`config.mk`:
```
export PLATFORM = sky130hd
export DESIGN_NAME = fifo_rd_tx_sched
export DESIGN_NICKNAME = d
export VERILOG_FILES = /design/src/rtl/fifo_rd_tx_sched_pkg.sv /design/src/rtl/fifo_rd_tx_sched_ctrl_down_cnt.sv /design/src/rtl/fifo_rd_tx_sched.sv
export SDC_FILE = /design/constraint.sdc
export NUM_CORES = 1
export LEC_CHECK = 0
export BUFFER_PORTS_ARGS = -buffer_cell sky130_fd_sc_hd__clkbuf_2
export CAP_MARGIN = 20
export CORE_ASPECT_RATIO = 1.1
export CORE_MARGIN = 2
export CORE_UTILIZATION = 53
export DETAILED_ROUTE_END_ITERATION = 10
export PLACE_DENSITY = 0.86
export SYNTH_ARGS = -nofsm -noshare
export SYNTH_HDL_FRONTEND = slang
export SYNTH_SLANG_ARGS = --single-unit
```
`constraint.sdc`:
```
create_clock -name clk_i -period 4.85 [get_ports clk_i]
set_input_delay 0.7275 -clock clk_i [delete_from_list [all_inputs] [get_ports clk_i]]
set_output_delay 0.7275 -clock clk_i [all_outputs]
set_load 0.01 [all_outputs]
```
`src/rtl/fifo_rd_tx_sched_pkg.sv`:
```
// Shared definitions for the FIFO read-side transmit scheduler.
//   - sched_state_e : 3-bit binary FSM state encoding
//   - DefaultGap    : system-wide inter-frame gap for the UART path
//   - DefaultBusyTo : system-wide tx_busy rise timeout for the UART path
//   - cnt_width()   : width of the shared WAIT_HI/GAP down-counter
package fifo_rd_tx_sched_pkg;

  typedef enum logic [2:0] {
    StIdle   = 3'd0,
    StPop    = 3'd1,
    StStart  = 3'd2,
    StWaitHi = 3'd3,
    StWaitLo = 3'd4,
    StGap    = 3'd5
  } sched_state_e;

  localparam int unsigned DefaultGap    = 2;
  localparam int unsigned DefaultBusyTo = 16;

  // The counter only ever holds GAP-1 or BUSY_TO-1, so clog2 of the larger one suffices.
  // Clamped to 1 bit so a degenerate configuration still elaborates.
  function automatic int unsigned cnt_width(int unsigned gap, int unsigned busy_to);
    int unsigned m;
    m = (gap > busy_to) ? gap : busy_to;
    return (m <= 1) ? 1 : $clog2(m);
  endfunction

endpackage

```
`src/rtl/fifo_rd_tx_sched_ctrl_down_cnt.sv`:
```
// Loadable down-counter with a zero flag, shared by the WAIT_HI timeout and the GAP delay.
//   clk_i, rst_ni : clock, asynchronous active-low reset
//   load_i        : load load_val_i (has priority over dec_i)
//   load_val_i    : value to load
//   dec_i         : decrement by one, saturating at zero
//   zero_o        : counter currently holds zero
module fifo_rd_tx_sched_ctrl_down_cnt #(
  parameter int unsigned Width = 4
) (
  input  logic             clk_i,
  input  logic             rst_ni,
  input  logic             load_i,
  input  logic [Width-1:0] load_val_i,
  input  logic             dec_i,
  output logic             zero_o
);

  logic [Width-1:0] cnt_d, cnt_q;

  always_comb begin
    cnt_d = cnt_q;
    if (load_i) begin
      cnt_d = load_val_i;
    end else if (dec_i && (cnt_q != '0)) begin
      cnt_d = cnt_q - Width'(1);
    end
  end

  always_ff @(posedge clk_i or negedge rst_ni) begin
    if (!rst_ni) begin
      cnt_q <= '0;
    end else begin
      cnt_q <= cnt_d;
    end
  end

  assign zero_o = (cnt_q == '0);

endmodule

```
`src/rtl/fifo_rd_tx_sched.sv`:
```
// Read-side sequencer: pops one word at a time from the async FIFO, hands it to a
// busy-signalled serial transmitter with a one-cycle start pulse, waits for the frame to
// finish, then inserts an inter-frame gap. Counts completed frames and flags tx_busy
// handshake timeouts.
//   clk_i, rst_ni   : read-domain clock, asynchronous active-low reset
//   enable_i        : allows new pops (sampled only in IDLE)
//   fifo_empty_i    : FIFO read-side empty flag
//   fifo_rd_data_i  : FIFO read data at the current read address
//   fifo_rd_inc_o   : one-cycle pop request to the FIFO read pointer
//   tx_data_o       : word presented to the transmitter
//   tx_valid_o      : one-cycle start pulse to the transmitter
//   tx_busy_i       : transmitter busy
//   frame_cnt_o     : completed-frame count (wraps)
//   busy_to_err_o   : sticky tx_busy-rise timeout flag
//   err_clr_i       : clears busy_to_err_o (a same-cycle set wins)
//   active_o        : high in every state except IDLE
module fifo_rd_tx_sched
  import fifo_rd_tx_sched_pkg::*;
#(
  parameter int unsigned W       = 8,
  parameter int unsigned GAP     = DefaultGap,
  parameter int unsigned BUSY_TO = DefaultBusyTo,
  parameter int unsigned CW      = 16
) (
  input  logic          clk_i,
  input  logic          rst_ni,
  input  logic          enable_i,
  input  logic          fifo_empty_i,
  input  logic [W-1:0]  fifo_rd_data_i,
  output logic          fifo_rd_inc_o,
  output logic [W-1:0]  tx_data_o,
  output logic          tx_valid_o,
  input  logic          tx_busy_i,
  output logic [CW-1:0] frame_cnt_o,
  output logic          busy_to_err_o,
  input  logic          err_clr_i,
  output logic          active_o
);

  localparam int unsigned    CntW     = cnt_width(GAP, BUSY_TO);
  localparam logic [CntW-1:0] BusyToLd = CntW'(BUSY_TO - 1);
  localparam logic [CntW-1:0] GapLd    = CntW'((GAP > 0) ? GAP - 1 : 0);
  localparam bit              HasGap   = (GAP > 0);

  sched_state_e state_d, state_q;

  logic [W-1:0]  tx_data_d, tx_data_q;
  logic [CW-1:0] frame_cnt_d, frame_cnt_q;
  logic          busy_to_err_d, busy_to_err_q;

  logic            cnt_load, cnt_dec, cnt_zero;
  logic [CntW-1:0] cnt_load_val;
  logic            err_set, frame_done;

  fifo_rd_tx_sched_ctrl_down_cnt #(
    .Width (CntW)
  ) u_down_cnt (
    .clk_i      (clk_i),
    .rst_ni     (rst_ni),
    .load_i     (cnt_load),
    .load_val_i (cnt_load_val),
    .dec_i      (cnt_dec),
    .zero_o     (cnt_zero)
  );

  // Next-state logic
  always_comb begin
    state_d      = state_q;
    cnt_load     = 1'b0;
    cnt_load_val = '0;
    cnt_dec      = 1'b0;
    err_set      = 1'b0;
    frame_done   = 1'b0;

    case (state_q)
      StIdle: begin
        // tx_busy high here means the transmitter is still draining; hold off the pop.
        if (enable_i && !fifo_empty_i && !tx_busy_i) begin
          state_d = StPop;
        end
      end
      StPop: begin
        state_d = StStart;
      end
      StStart: begin
        cnt_load     = 1'b1;
        cnt_load_val = BusyToLd;
        state_d      = StWaitHi;
      end
      StWaitHi: begin
        // busy is checked before the timeout so a rise on the final cycle still counts.
        if (tx_busy_i) begin
          state_d = StWaitLo;
        end else if (cnt_zero) begin
          err_set = 1'b1;
          if (HasGap) begin
            cnt_load     = 1'b1;
            cnt_load_val = GapLd;
            state_d      = StGap;
          end else begin
            state_d = StIdle;
          end
        end else begin
          cnt_dec = 1'b1;
        end
      end
      StWaitLo: begin
        if (!tx_busy_i) begin
          frame_done = 1'b1;
          if (HasGap) begin
            cnt_load     = 1'b1;
            cnt_load_val = GapLd;
            state_d      = StGap;
          end else begin
            state_d = StIdle;
          end
        end
      end
      StGap: begin
        if (cnt_zero) begin
          state_d = StIdle;
        end else begin
          cnt_dec = 1'b1;
        end
      end
      default: begin
        state_d = StIdle;
      end
    endcase
  end

  // Datapath next-state
  always_comb begin
    tx_data_d     = (state_q == StPop) ? fifo_rd_data_i : tx_data_q;
    frame_cnt_d   = frame_done ? (frame_cnt_q + CW'(1)) : frame_cnt_q;
    busy_to_err_d = busy_to_err_q;
    if (err_set) begin
      busy_to_err_d = 1'b1;
    end else if (err_clr_i) begin
      busy_to_err_d = 1'b0;
    end
  end

  always_ff @(posedge clk_i or negedge rst_ni) begin
    if (!rst_ni) begin
      state_q       <= StIdle;
      tx_data_q     <= '0;
      frame_cnt_q   <= '0;
      busy_to_err_q <= 1'b0;
    end else begin
      state_q       <= state_d;
      tx_data_q     <= tx_data_d;
      frame_cnt_q   <= frame_cnt_d;
      busy_to_err_q <= busy_to_err_d;
    end
  end

  // Moore outputs straight from the state register, so reset forces them immediately.
  assign fifo_rd_inc_o = (state_q == StPop);
  assign tx_valid_o    = (state_q == StStart);
  assign active_o      = (state_q != StIdle);
  assign tx_data_o     = tx_data_q;
  assign frame_cnt_o   = frame_cnt_q;
  assign busy_to_err_o = busy_to_err_q;

endmodule

```
==> metrics.md <==
| Metric | Value |
|---|---|
| Final WL | 3430 um |
| Input/output buffers | 41 |
| Synth area leader | dfrtp_1 |
| Crit path capture type | output pin |
| F_max | 0.372 GHz |
| Die area | 3470 um^2 |
| Mapped cell area | 1600 um^2 |
| Post-CTS setup buffers | 0 |
| Yosys cell types | 38 |
| RSZ-0062 raised after global routing | no |
| CTS tree | built |
| Ranking of synthesized cells by area | dfrtp_1 (50%), mux2_2 (6.3%), xnor2_1 (5.5%) |
| Number of synthesized flops with an enable pin | 0 |
| Core footprint | 2830 um^2 |
| Leakage power | 0.902 nW |
| Vias in the first global route | 1213 |
| Die Y | 61.6 um |
| WS Path Type | flop to output pin |
| CP delay by family, top | flip-flops |
| Tmin final | 2690 ps |
| Hold WC Path Type | input pin to async pin |
| Final setup fails | 0 |
| Pre-Repair DR Iteration Count | 4 |
| FF-to-FF Start | u_down_cnt.cnt_q[0] |
| IO Pins | 42 |
| Hold violation total from the final report | 0 |
| Final Net Count | 209 |
| Global-route wire length before repair | 5440 um |
| Status | complete, no violations |
| CP required | 4120 ps |
| Clock Skew | 3.68 ps |
| Top-area cell type share of the netlist area | 0.502 |
| Initial core utilization | 0.565 |
| Setup WS post-layout | 2160 ps |
| DRT antenna net count | 0 |
| Power density cells | 515 nW/um^2 |
| Maximum clock insertion buffer count | 2 |
| Critical Path Start Type | flop |
| Sink Count | 32 |
| Sw Share | 0.379 |
| NetSw | 0.000368 W |
| Clock transition at the registers of the reported paths | 90 ps |
| Worst slew pin tran | 777 ps |
| DRC Markers | 0 |
| Overall Global Routing Usage | 0.211 |
| Synth-to-Final Area Change | 18.0% |
| VDD IR-drop max | 429 uV |
| DRT iter0 DRCs | 67 |
| Initial antenna violation count | 0 |
| Most common cell after layout, fill and taps aside | clkbuf_2 |
| Cell depth of the worst setup path | 3 |
| Skew-Pair Late Insertion Delay | 330 ps |
| Max_cap viols | 0 |
| Synth Flop Type | dfrtp_1 |
| Cts repair resizes | 0 |
| Gr ovfl total | 0 |
| Share of cells above drive strength 1 | 0.316 |
| Final Cycle Share | 0.554 |
| CP Cell Sequence | nand2b_1, nor2_1, clkbuf_2 |
| Root buffer cell | clkbuf_4 |
| Placed Instances | 219 |
| CTS buffer count | 5 |
| CP Data Arrival Time | 1960 ps |
| Crit-path max cell delay | 700 ps |
| Most frequent cells in the layout | clkbuf_2 (41), dfrtp_1 (32), nor2_1 (12) |
| Routed WL per cell | 15.2 um |
| Post-Synthesis Cells | 151 |
| Placer congestion estimate | 0.824 |
| Clock network fraction of design power | 0.173 |
| Power Internal | 0.000602 W |
| Mapped Avg Cell Area | 10.6 um^2 |
| # H-tree levels | 2 |
| Slowest cell on crit path | dfrtp_1 |
| Via density | 5.69 |
| # hold bufs at CTS | 0 |
| Power, Total | 0.000971 W |
| Critical path buffer and inverter count | 1 |
| Relative slew slack | 0.482 |
| Std-Cell Rows | 20 |
| FF-to-FF path depth | 6 |
| Final Max Slew Viols | 0 |
| Setup TNS | 0 ps |
| Sequential fraction of the synthesis area | 0.502 |
| Synthesis Warnings | 0 |
| Final cell count without fillers | 226 |
| Seq cells post-synth | 32 |
| Flop pwr share | 0.458 |
| Die Wd | 56.3 um |
| DR vias | 1285 |
| Comb pwr share | 0.370 |
| HPWL reported at the end of detailed placement | 2510 um |
| Worst setup path start | state_q[0] |
| N_diodes | 0 |
| Dpl ws | 2550 ps |
| Largest net degree at the start of global routing | 33 |
| Syn nets | 167 |
| Post-synth ARST share | 1.00 |
| CP Max Fanout | 20 |
## metrics by stage
step	util	hold slack, ps	area (um^2)
3_5_place_dp	0.643	473	1820
2_1_floorplan	-	432	1600
6_report	0.666	461	1880
3_3_place_gp	0.643	461	1820
4_1_cts	0.666	484	1880
5_1_grt	0.666	504	1880
## cell usage after synthesis, types with 3 or more instances
library cell,n
dfrtp_1,32
nor2_1,12
nand2_1,10
xnor2_1,10
mux2_2,9
inv_1,6
nand2b_1,6
nand3_1,6
xor2_1,6
clkbuf_1,5
a21oi_1,4
and3_1,3
nand4_1,3
nor2b_1,3
o211ai_1,3
o22ai_1,3
## area by class of cell
| cell class | count | area (um^2) |
|---|---|---|
| clock buffers | 7 | 65.1 |
| fillers | 237 | 943 |
| inverters | 6 | 22.5 |
| multi-input cells | 107 | 749 |
| flip-flops and latches | 32 | 801 |
| well taps | 33 | 41.3 |
| repair buffers | 41 | 205 |
## worst paths after layout
path / to / slack [ps]
max in group asynchronous: frame_cnt_o[2] / 3900
setup reg to reg: u_down_cnt.cnt_q[0] / 2740
hold reg to reg: frame_cnt_o[15] / 490
min in group clk_i: frame_cnt_o[15] / 490
hold / removal: frame_cnt_o[4] / 460
setup / recovery: fifo_rd_inc_o / 2160
## registers in the layout, indices dropped and copies added (netlist names)
register / count
tx_data_o: 8
state_q: 3
frame_cnt_o: 16
busy_to_err_o: 1
u_down_cnt.cnt_q: 4
## power by group through the flow
stage	logic (W)	registers [W]	clock network, W
after global routing	0.000401	0.000458	0.000179
after detailed placement	0.000361	0.000445	0
after floorplan	0.000261	0.000418	0
after CTS	0.000364	0.000441	0.000172
after global placement	0.000341	0.000435	0
final	0.000359	0.000444	0.000167
## kinds of logic (layout without fill, tap and decap cells)
group | after synthesis | after routing | share of synthesized area
AOI/OAI and AO/OA | 22 | 22 | 0.0956
xor gates and xnor gates | 16 | 16 | 0.0878
adders and majority gates | 2 | 2 | 0.0157
buffers and inverters | 12 | 54 | 0.0290
DFF | 32 | 32 | 0.502
muxes | 10 | 10 | 0.0698
and+or+nand+nor | 57 | 57 | 0.201
## layer usage
| metal | global-route usage | share of wire |
|---|---|---|
| met1 | 0.251 | 0.40 |
| met2 | 0.373 | 0.52 |
| met3 | 0.0399 | 0.060 |
| met4 | 0.105 | 0.021 |
| met5 | 0 | 0 |
(Power assumes the default switching activity.)
